--- config.mk ---
export PLATFORM = sky130hd
export DESIGN_NAME = memory_sp_m
export DESIGN_NICKNAME = d
export VERILOG_FILES = /design/src/rtl/memory_sp_m.sv
export SDC_FILE = /design/constraint.sdc
export NUM_CORES = 1
export LEC_CHECK = 0
export CORE_MARGIN = 2
export CORE_UTILIZATION = 56
export CTS_CLUSTER_DIAMETER = 80
export CTS_CLUSTER_SIZE = 8
export DETAILED_ROUTE_END_ITERATION = 10
export HOLD_SLACK_MARGIN = 0.12
export PLACE_DENSITY = 0.85
export SYNTH_ARGS = -nofsm -noshare
export SYNTH_HDL_FRONTEND = slang
export SYNTH_SLANG_ARGS = --single-unit
--- constraint.sdc ---
create_clock -name clk -period 3.05 [get_ports clk]
set_clock_uncertainty 0.2 [all_clocks]
set_input_delay 0.61 -clock clk [delete_from_list [all_inputs] [get_ports clk]]
set_output_delay 0.61 -clock clk [all_outputs]
set_load 0.05 [all_outputs]
--- src/rtl/memory_sp_m.sv ---
// Single-port synchronous RAM with separate read/write data buses, per-byte write
// enables, req/ready handshake, a configurable read latency and a hardware clear
// engine that zeroes every word after reset and on request.
module memory_sp_m #(
  parameter int DWIDTH = 8,
  parameter int AWIDTH = 5,
  parameter int DEPTH  = 32,
  parameter int RD_LAT = 1,
  parameter int BEW    = DWIDTH / 8
) (
  input  logic              clk,
  input  logic              rst_n,
  input  logic              req,
  input  logic              we,
  input  logic [AWIDTH-1:0] addr,
  input  logic [DWIDTH-1:0] wdata,
  input  logic [BEW-1:0]    be,
  input  logic              clr_req,
  output logic              ready,
  output logic [DWIDTH-1:0] rdata,
  output logic              rvalid,
  output logic              rerr,
  output logic              init_done
);

  typedef enum logic [1:0] {S_INIT, S_IDLE, S_DRAIN} state_t;

  localparam logic [AWIDTH:0]   DEPTH_EXT = (AWIDTH + 1)'(DEPTH);
  localparam logic [AWIDTH-1:0] LAST_WORD = AWIDTH'(DEPTH - 1);

  state_t              state;
  logic [AWIDTH-1:0]   clr_cnt;
  logic [DWIDTH-1:0]   mem [DEPTH];

  logic                accept;
  logic                acc_wr;
  logic                acc_rd;
  logic                in_range;
  logic                rd_busy;
  logic [DWIDTH-1:0]   rd_word;

  logic [RD_LAT-1:0]   vld_p;
  logic [RD_LAT-1:0]   err_p;
  logic [DWIDTH-1:0]   dat_p [RD_LAT];

  // Replace the enabled bytes of a stored word with the incoming write data.
  function automatic logic [DWIDTH-1:0] merge_bytes(input logic [DWIDTH-1:0] old_word,
                                                    input logic [DWIDTH-1:0] new_word,
                                                    input logic [BEW-1:0]    byte_en);
    logic [DWIDTH-1:0] res;
    res = old_word;
    for (int b = 0; b < BEW; b++) begin
      if (byte_en[b]) res[8*b +: 8] = new_word[8*b +: 8];
    end
    return res;
  endfunction

  // ready is registered and only ever high in IDLE, so accept implies IDLE.
  assign accept   = req && ready;
  assign acc_wr   = accept && we;
  assign acc_rd   = accept && !we;
  assign in_range = ({1'b0, addr} < DEPTH_EXT);
  assign rd_word  = in_range ? mem[addr] : '0;
  assign rd_busy  = |vld_p;

  // Storage: the clear engine owns the array in INIT, accepted writes otherwise.
  always_ff @(posedge clk) begin
    if (state == S_INIT) begin
      mem[clr_cnt] <= '0;
    end else if (acc_wr && in_range) begin
      mem[addr] <= merge_bytes(mem[addr], wdata, be);
    end
  end

  // Control FSM: clear sweep, normal service, and draining reads before a clear.
  always_ff @(posedge clk or negedge rst_n) begin
    if (!rst_n) begin
      state     <= S_INIT;
      clr_cnt   <= '0;
      ready     <= 1'b0;
      init_done <= 1'b0;
    end else begin
      case (state)
        S_INIT: begin
          if (clr_cnt == LAST_WORD) begin
            state     <= S_IDLE;
            clr_cnt   <= '0;
            ready     <= 1'b1;
            init_done <= 1'b1;
          end else begin
            clr_cnt <= clr_cnt + AWIDTH'(1);
          end
        end
        S_IDLE: begin
          if (clr_req) begin
            ready   <= 1'b0;
            clr_cnt <= '0;
            state   <= (rd_busy || acc_rd) ? S_DRAIN : S_INIT;
          end
        end
        S_DRAIN: begin
          if (!rd_busy) begin
            state   <= S_INIT;
            clr_cnt <= '0;
          end
        end
        default: begin
          state   <= S_INIT;
          clr_cnt <= '0;
          ready   <= 1'b0;
        end
      endcase
    end
  end

  // Read control pipeline: valid/error flags travel with the captured data.
  always_ff @(posedge clk or negedge rst_n) begin
    if (!rst_n) begin
      vld_p  <= '0;
      err_p  <= '0;
      rvalid <= 1'b0;
      rerr   <= 1'b0;
      rdata  <= '0;
    end else begin
      vld_p[0] <= acc_rd;
      err_p[0] <= acc_rd && !in_range;
      for (int i = 1; i < RD_LAT; i++) begin
        vld_p[i] <= vld_p[i-1];
        err_p[i] <= err_p[i-1];
      end
      rvalid <= vld_p[RD_LAT-1];
      rerr   <= vld_p[RD_LAT-1] && err_p[RD_LAT-1];
      if (vld_p[RD_LAT-1]) rdata <= dat_p[RD_LAT-1];
    end
  end

  // Read data pipeline: word is captured on the accept edge so later writes or a
  // clear cannot disturb a read already in flight.
  always_ff @(posedge clk) begin
    dat_p[0] <= rd_word;
    for (int i = 1; i < RD_LAT; i++) begin
      dat_p[i] <= dat_p[i-1];
    end
  end

endmodule

==> impl_metrics.py, run 1 <==
metrics = {
    "detailed_routing": {
        "viasPerCell": 6.31,
        "drcViolationCount": 0,
        "wl_um": 27600,
        "drtIter0Drc": 753,
        "ant_nets": 0,
        "drt_pass1_iterations": 5,
        "vias": 6935,
        "drt-wirelength-per-cell_um": 25.1,
    },
    "finish": {
        "multi_input_area_mm2": 0.00287,
        "antenna_cells": 0,
        "final_cells": 1099,
        "n_fill_cell": 1261,
        "area_growth_pct": 18.7,
        "layout.nets": 834,
        "seq_area_mm2": 0.00832,
        "drive_above_1_share_pct": 18.0,
        "design_area_mm2": 0.0138,
    },
    "timing": {
        "setup_ws_ps": 173,
        "fin_crit_sh_pct": 94.3,
        "finalSetupViolCount": 0,
        "min_period_ps": 2880,
        "timing.fmax_mhz": 348,
        "hold_violations": 0,
        "whs_ps": 259,
        "tightestPinTransition_ps": 909,
        "rsz0062_at_grt": "false",
        "slew_violations": 0,
        "maxSlewHeadroom_pct": 39.1,
    },
    "cts": {
        "clkTransAtPathRegs_ps": 50,
        "clk_latency_ps": 540,
        "clockRootBuffer": "clkbuf_16",
        "ctsHoldBuffers": 0,
        "ctsLongestPathBuffers": 3,
        "postCtsSetupRepairBufs": 0,
        "post_cts_resized": 0,
        "cts_tree": "done",
        "cts_sinks": 283,
        "cts_buffers": 41,
        "htree_levels": 2,
    },
    "synth": {
        "yosysTopAreaCellShare_pct": 66.4,
        "synth_edf_count": 256,
        "yosys_warnings": 0,
        "syn_nets": 727,
        "yosys-top-cells-count": "edfxtp_1, mux2i_1, a22oi_1",
        "synth_cells": 706,
        "synthArstFlopShare_pct": 6.71,
        "synth.ff_latch_count": 283,
        "synthFlopType": "edfxtp_1",
        "syn_area_mm2": 0.0116,
        "ys_types": 45,
        "ys_seq_area_share_pct": 71.9,
        "synth_area_leaders": "edfxtp_1, mux2i_1, a22oi_1",
        "yosysTopAreaCell": "edfxtp_1",
        "yosysMostFrequentCell": "edfxtp_1",
        "syn_avg_cell_area_um2": 16.4,
    },
    "placed_design": {
        "globalplace.congestion": 0.932,
        "post-place-ws_ps": -303,
        "dp_hpwl_um": 17500,
        "place_inst": 1040,
        "port_buffers": 29,
        "placed_area_mm2": 0.0126,
    },
    "critical_path": {
        "worstPathMaxFanout": 12,
        "arrival_ps": 2830,
        "critPathKind": "flop to flop",
        "start_kind": "flop",
        "required_ps": 3000,
        "end_kind": "flop",
    },
    "pwr": {
        "finalPower_mw": 10.4,
        "leakagePower_nw": 5.27,
        "power_density_mw_per_mm2": 756,
        "p_int_mw": 7.67,
        "vdd_drop_max_mv": 0.493,
        "p_switching_mw": 2.73,
        "combPwrFrac_pct": 15.3,
        "share_seq_of_total_power_pct": 46.4,
        "pwr-share-clk_pct": 38.3,
        "sw_frac_of_total_pct": 26.3,
    },
    "global_routing": {
        "grt_use_total_pct": 25.7,
        "grt_max_degree": 33,
        "grt_pass1_wl_um": 42200,
        "overflow": 0,
        "grt_pass1_vias": 7189,
        "antenna_found_initial": 0,
    },
    "die": {
        "row_count": 52,
        "die_w_um": 148,
        "dieArea_mm2": 0.0218,
        "core_area_mm2": 0.0202,
        "start_util_pct": 57.2,
        "ioPinCount": 31,
        "die_height_um": 148,
    },
    "run_status": {
        "status": "completed",
    },
    "worst_hold_path": {
        "hp-class": "flop to flop",
    },
    "job": {
        "cap_violations": 0,
    },
}
-- cell families after synthesis --
| family | synth area share, % |
|---|---|
| other | 0.0324 |
| and+or+nand+nor | 4.17 |
| buffers and inverters | 3.39 |
| xor gates and xnor gates | 0.151 |
| AOI/OAI and AO/OA | 8.25 |
| muxes | 11.9 |
| DFF | 71.9 |
| adders and majority gates | 0.216 |
-- cells in the final DEF, fill, tap and decap left out, drive strengths merged, types with 10 or more instances in the layout --
master and count:
clkdlybuf4s50 28, buf 81, dfrtp 19, a22oi 67, mux2i 129, a21oi 46, inv 13, clkbuf 55
edfxtp 256, nor4 10, nor2 45
-- state kept, by name (all words and copies together) (netlist names) --
signal and cells:
clr_cnt 5, mem 256, rd_busy 1, rvalid 1, ready 1, state 2
dat_p 8, init_done 1, rdata 8
-- power by group through the flow --
stage | Combinational [mW] | Clock (mW) | Sequential, mW
after floorplan | 0.801 | 0 | 4.97
after global placement | 1.49 | 0 | 4.85
after detailed placement | 1.55 | 0 | 4.88
after CTS | 1.57 | 4.01 | 4.82
after global routing | 1.67 | 4.17 | 4.85
final | 1.60 | 3.98 | 4.82
-- metal layers --
layer | vias up | part of all wire, % | GRT usage (%) | wire length (um)
li1 | 2978 | - | - | -
met1 | 3466 | 37 | 32.6 | 10100
met2 | 398 | 51 | 43.5 | 14000
met3 | 93 | 8.5 | 5.12 | 2360
met4 | 0 | 3.9 | 11.4 | 1080
met5 | - | 0 | 0 | 0
-- per-stage QoR --
stage,utilization (%),TNS (ps)
after floorplan,-,0
after global placement,62.4,-30450
after detailed placement,62.4,-42770
after CTS,68.0,0
after global routing,68.0,0
final,68.0,0
-- worst max-delay path, cell delays in order (launching register included) --
cell      delay [ps]
dfrtp_1          520
nor2_1           220
nor3b_1           90
buf_4            160
o21bai_1         350
a22oi_1          210
buf_4            190
nor2_1           560
-- final cells by class --
cell class | count | area share, %
clock inverters | 4 | 0.346
inverters | 11 | 0.300
clock buffers | 55 | 7.84
flip-flops and latches | 283 | 60.5
well taps | 270 | 2.46
multi-input cells | 367 | 20.9
repair buffers | 109 | 7.67
-- path summary, 6_finish.rpt --
kind                                                to  cells past startpoint  slack [ps]                   from
worst max-delay path              mem[12][4]$_DFFE_PP_                      7         170   state[1]$_DFFE_PN0P_
worst min-delay path             init_done$_DFFE_PN0P_                      1         260  init_done$_DFFE_PN0P_
worst max register to register    mem[12][4]$_DFFE_PP_                      7         170   state[1]$_DFFE_PN0P_
worst min register to register   init_done$_DFFE_PN0P_                      1         260  init_done$_DFFE_PN0P_
max in group asynchronous         state[0]$_DFFE_PN0P_                      1        1700                  rst_n
min in group asynchronous       clr_cnt[1]$_DFFE_PN0P_                      1         390                  rst_n
Note: power is estimated with default switching activity, not from simulation.
==> run 2, diff against run 1 <==
--- a/config.mk
+++ b/config.mk
@@ -10,6 +10,7 @@
 export CTS_CLUSTER_DIAMETER = 80
 export CTS_CLUSTER_SIZE = 8
 export DETAILED_ROUTE_END_ITERATION = 10
+export GPL_ROUTABILITY_DRIVEN = 0
 export HOLD_SLACK_MARGIN = 0.12
 export PLACE_DENSITY = 0.85
 export SYNTH_ARGS = -nofsm -noshare
==> impl_metrics.py, run 2 (synthesis gave the netlist of run 1 again) <==
metrics = {
    "global_routing": {
        "grt_pass1_wl_um": 41600,
        "grt_max_degree": 33,
        "overflow": 0,
        "antenna_found_initial": 0,
        "grt_use_total_pct": 25.6,
        "grt_pass1_vias": 7101,
    },
    "cts": {
        "htree_levels": 2,
        "post_cts_resized": 0,
        "clkTransAtPathRegs_ps": 50,
        "cts_buffers": 41,
        "postCtsSetupRepairBufs": 0,
        "clk_latency_ps": 520,
        "clockRootBuffer": "clkbuf_16",
        "ctsHoldBuffers": 0,
        "ctsLongestPathBuffers": 3,
        "cts_tree": "done",
        "cts_sinks": 283,
    },
    "timing": {
        "tightestPinTransition_ps": 941,
        "timing.fmax_mhz": 337,
        "slew_violations": 0,
        "tns_ps": 0,
        "min_period_ps": 2970,
        "hold_violations": 0,
        "setup_ws_ps": 83.5,
        "maxSlewHeadroom_pct": 37.0,
        "finalSetupViolCount": 0,
        "fin_crit_sh_pct": 97.3,
        "whs_ps": 252,
        "rsz0062_at_grt": "false",
    },
    "finish": {
        "largest-register": "mem",
        "final_core_utilization_pct": 68.0,
        "drive_above_1_share_pct": 18.1,
        "largest_reg_flops": 256,
        "n_fill_cell": 1216,
        "reg.largest.list": "mem: 256 flops, dat_p: 8 flops, rdata: 8 flops",
        "final_common_cell": "edfxtp_1",
        "final_cell_mix": "edfxtp_1, mux2i_1, buf_4",
        "layout.nets": 836,
        "antenna_cells": 0,
        "area_growth_pct": 18.7,
        "multi_input_area_mm2": 0.00287,
        "seq_area_mm2": 0.00832,
    },
    "detailed_routing": {
        "ant_nets": 0,
        "viasPerCell": 6.37,
        "vias": 7015,
        "wl_um": 27900,
        "drcViolationCount": 0,
        "drt_pass1_iterations": 8,
        "drtIter0Drc": 947,
        "drt-wirelength-per-cell_um": 25.3,
    },
    "pwr": {
        "vdd_drop_max_mv": 0.468,
        "leakagePower_nw": 5.27,
        "power_density_mw_per_mm2": 761,
    },
    "critical_path": {
        "reg2regPathDepth": 4,
        "r2r_end": "mem[29][3]$_DFFE_PP_",
        "start_kind": "flop",
        "rr_startpoint": "state[1]$_DFFE_PN0P_",
        "arrival_ps": 2900,
        "critPathKind": "flop to flop",
        "worstPathMaxFanout": 12,
        "r2r_setup_slack_ps": 80,
        "end_kind": "flop",
        "required_ps": 2980,
    },
    "die": {
        "dieArea_mm2": 0.0218,
        "core_area_mm2": 0.0202,
        "ioPinCount": 31,
        "row_count": 52,
        "start_util_pct": 57.2,
        "die_w_um": 148,
        "die_height_um": 148,
    },
    "worst_hold_path": {
        "hp-class": "flop to flop",
        "hold_end": "init_done$_DFFE_PN0P_",
        "worstHoldStart": "init_done$_DFFE_PN0P_",
        "hold_depth": 1,
    },
    "placed_design": {
        "dp_hpwl_um": 17200,
        "port_buffers": 29,
        "post-place-ws_ps": -356,
    },
    "run_status": {
        "status": "completed",
    },
    "job": {
        "cap_violations": 0,
    },
}
run 2: cell types whose count changed in the layout (fill, tap and decap cells not counted):
cell,change
clkbuf_1,+1
clkinv_8,-2
buf_4,+5
clkbuf_16,+2
buf_12,-3
run 2: per-stage QoR:
stage	instance area, um2	total power, mW	instances
2_1_floorplan	11600	5.77	706
3_3_place_gp	12600	6.35	1042
3_5_place_dp	12600	6.44	1042
4_1_cts	13800	10.5	1102
5_1_grt	13800	10.8	1102
6_report	13800	10.5	1102
run 2: area by class of cell:
cell class | instances | area share (%)
repair buffers | 111 | 7.51
clock buffers | 58 | 8.23
clock inverters | 2 | 0.109
multi-input cells | 367 | 20.9
well taps | 270 | 2.46
inverters | 11 | 0.300
flip-flops and latches | 283 | 60.5
run 2: critical path: stages, from the launching register on:
cell and delay, ps:
dfrtp_1 510, nor4b_1 740, and3_1 260, a31oi_1 100
nor2_1 780
run 2: power breakdown:
group	internal [mW]	total [mW]	switching, mW	leakage, nW
sequential	4.64	4.82	0.181	2.86
clock	2.53	4.03	1.50	0.557
combinational	0.589	1.61	1.02	1.86
run 2: per-layer routing:
layer,up-vias,wire length [um],GRT usage (%)
li1,2988,-,-
met2,462,14100,44.0
met1,3468,10200,32.2
met5,-,0,0
met3,97,2490,5.22
met4,0,1070,10.0
run 2: worst max path at each step:
stage / to / start / slack [ps] / depth (start not counted)
floorplan: mem[0][6]$_DFFE_PP_ / addr[2] / 420 / 8
global placement: mem[9][7]$_DFFE_PP_ / addr[1] / -310 / 9
detailed placement: mem[5][7]$_DFFE_PP_ / addr[1] / -360 / 9
CTS: mem[15][7]$_DFFE_PP_ / addr[1] / 150 / 9
global route: mem[28][1]$_DFFE_PP_ / state[0]$_DFFE_PN0P_ / 40 / 4
finish: mem[29][3]$_DFFE_PP_ / state[1]$_DFFE_PN0P_ / 80 / 4
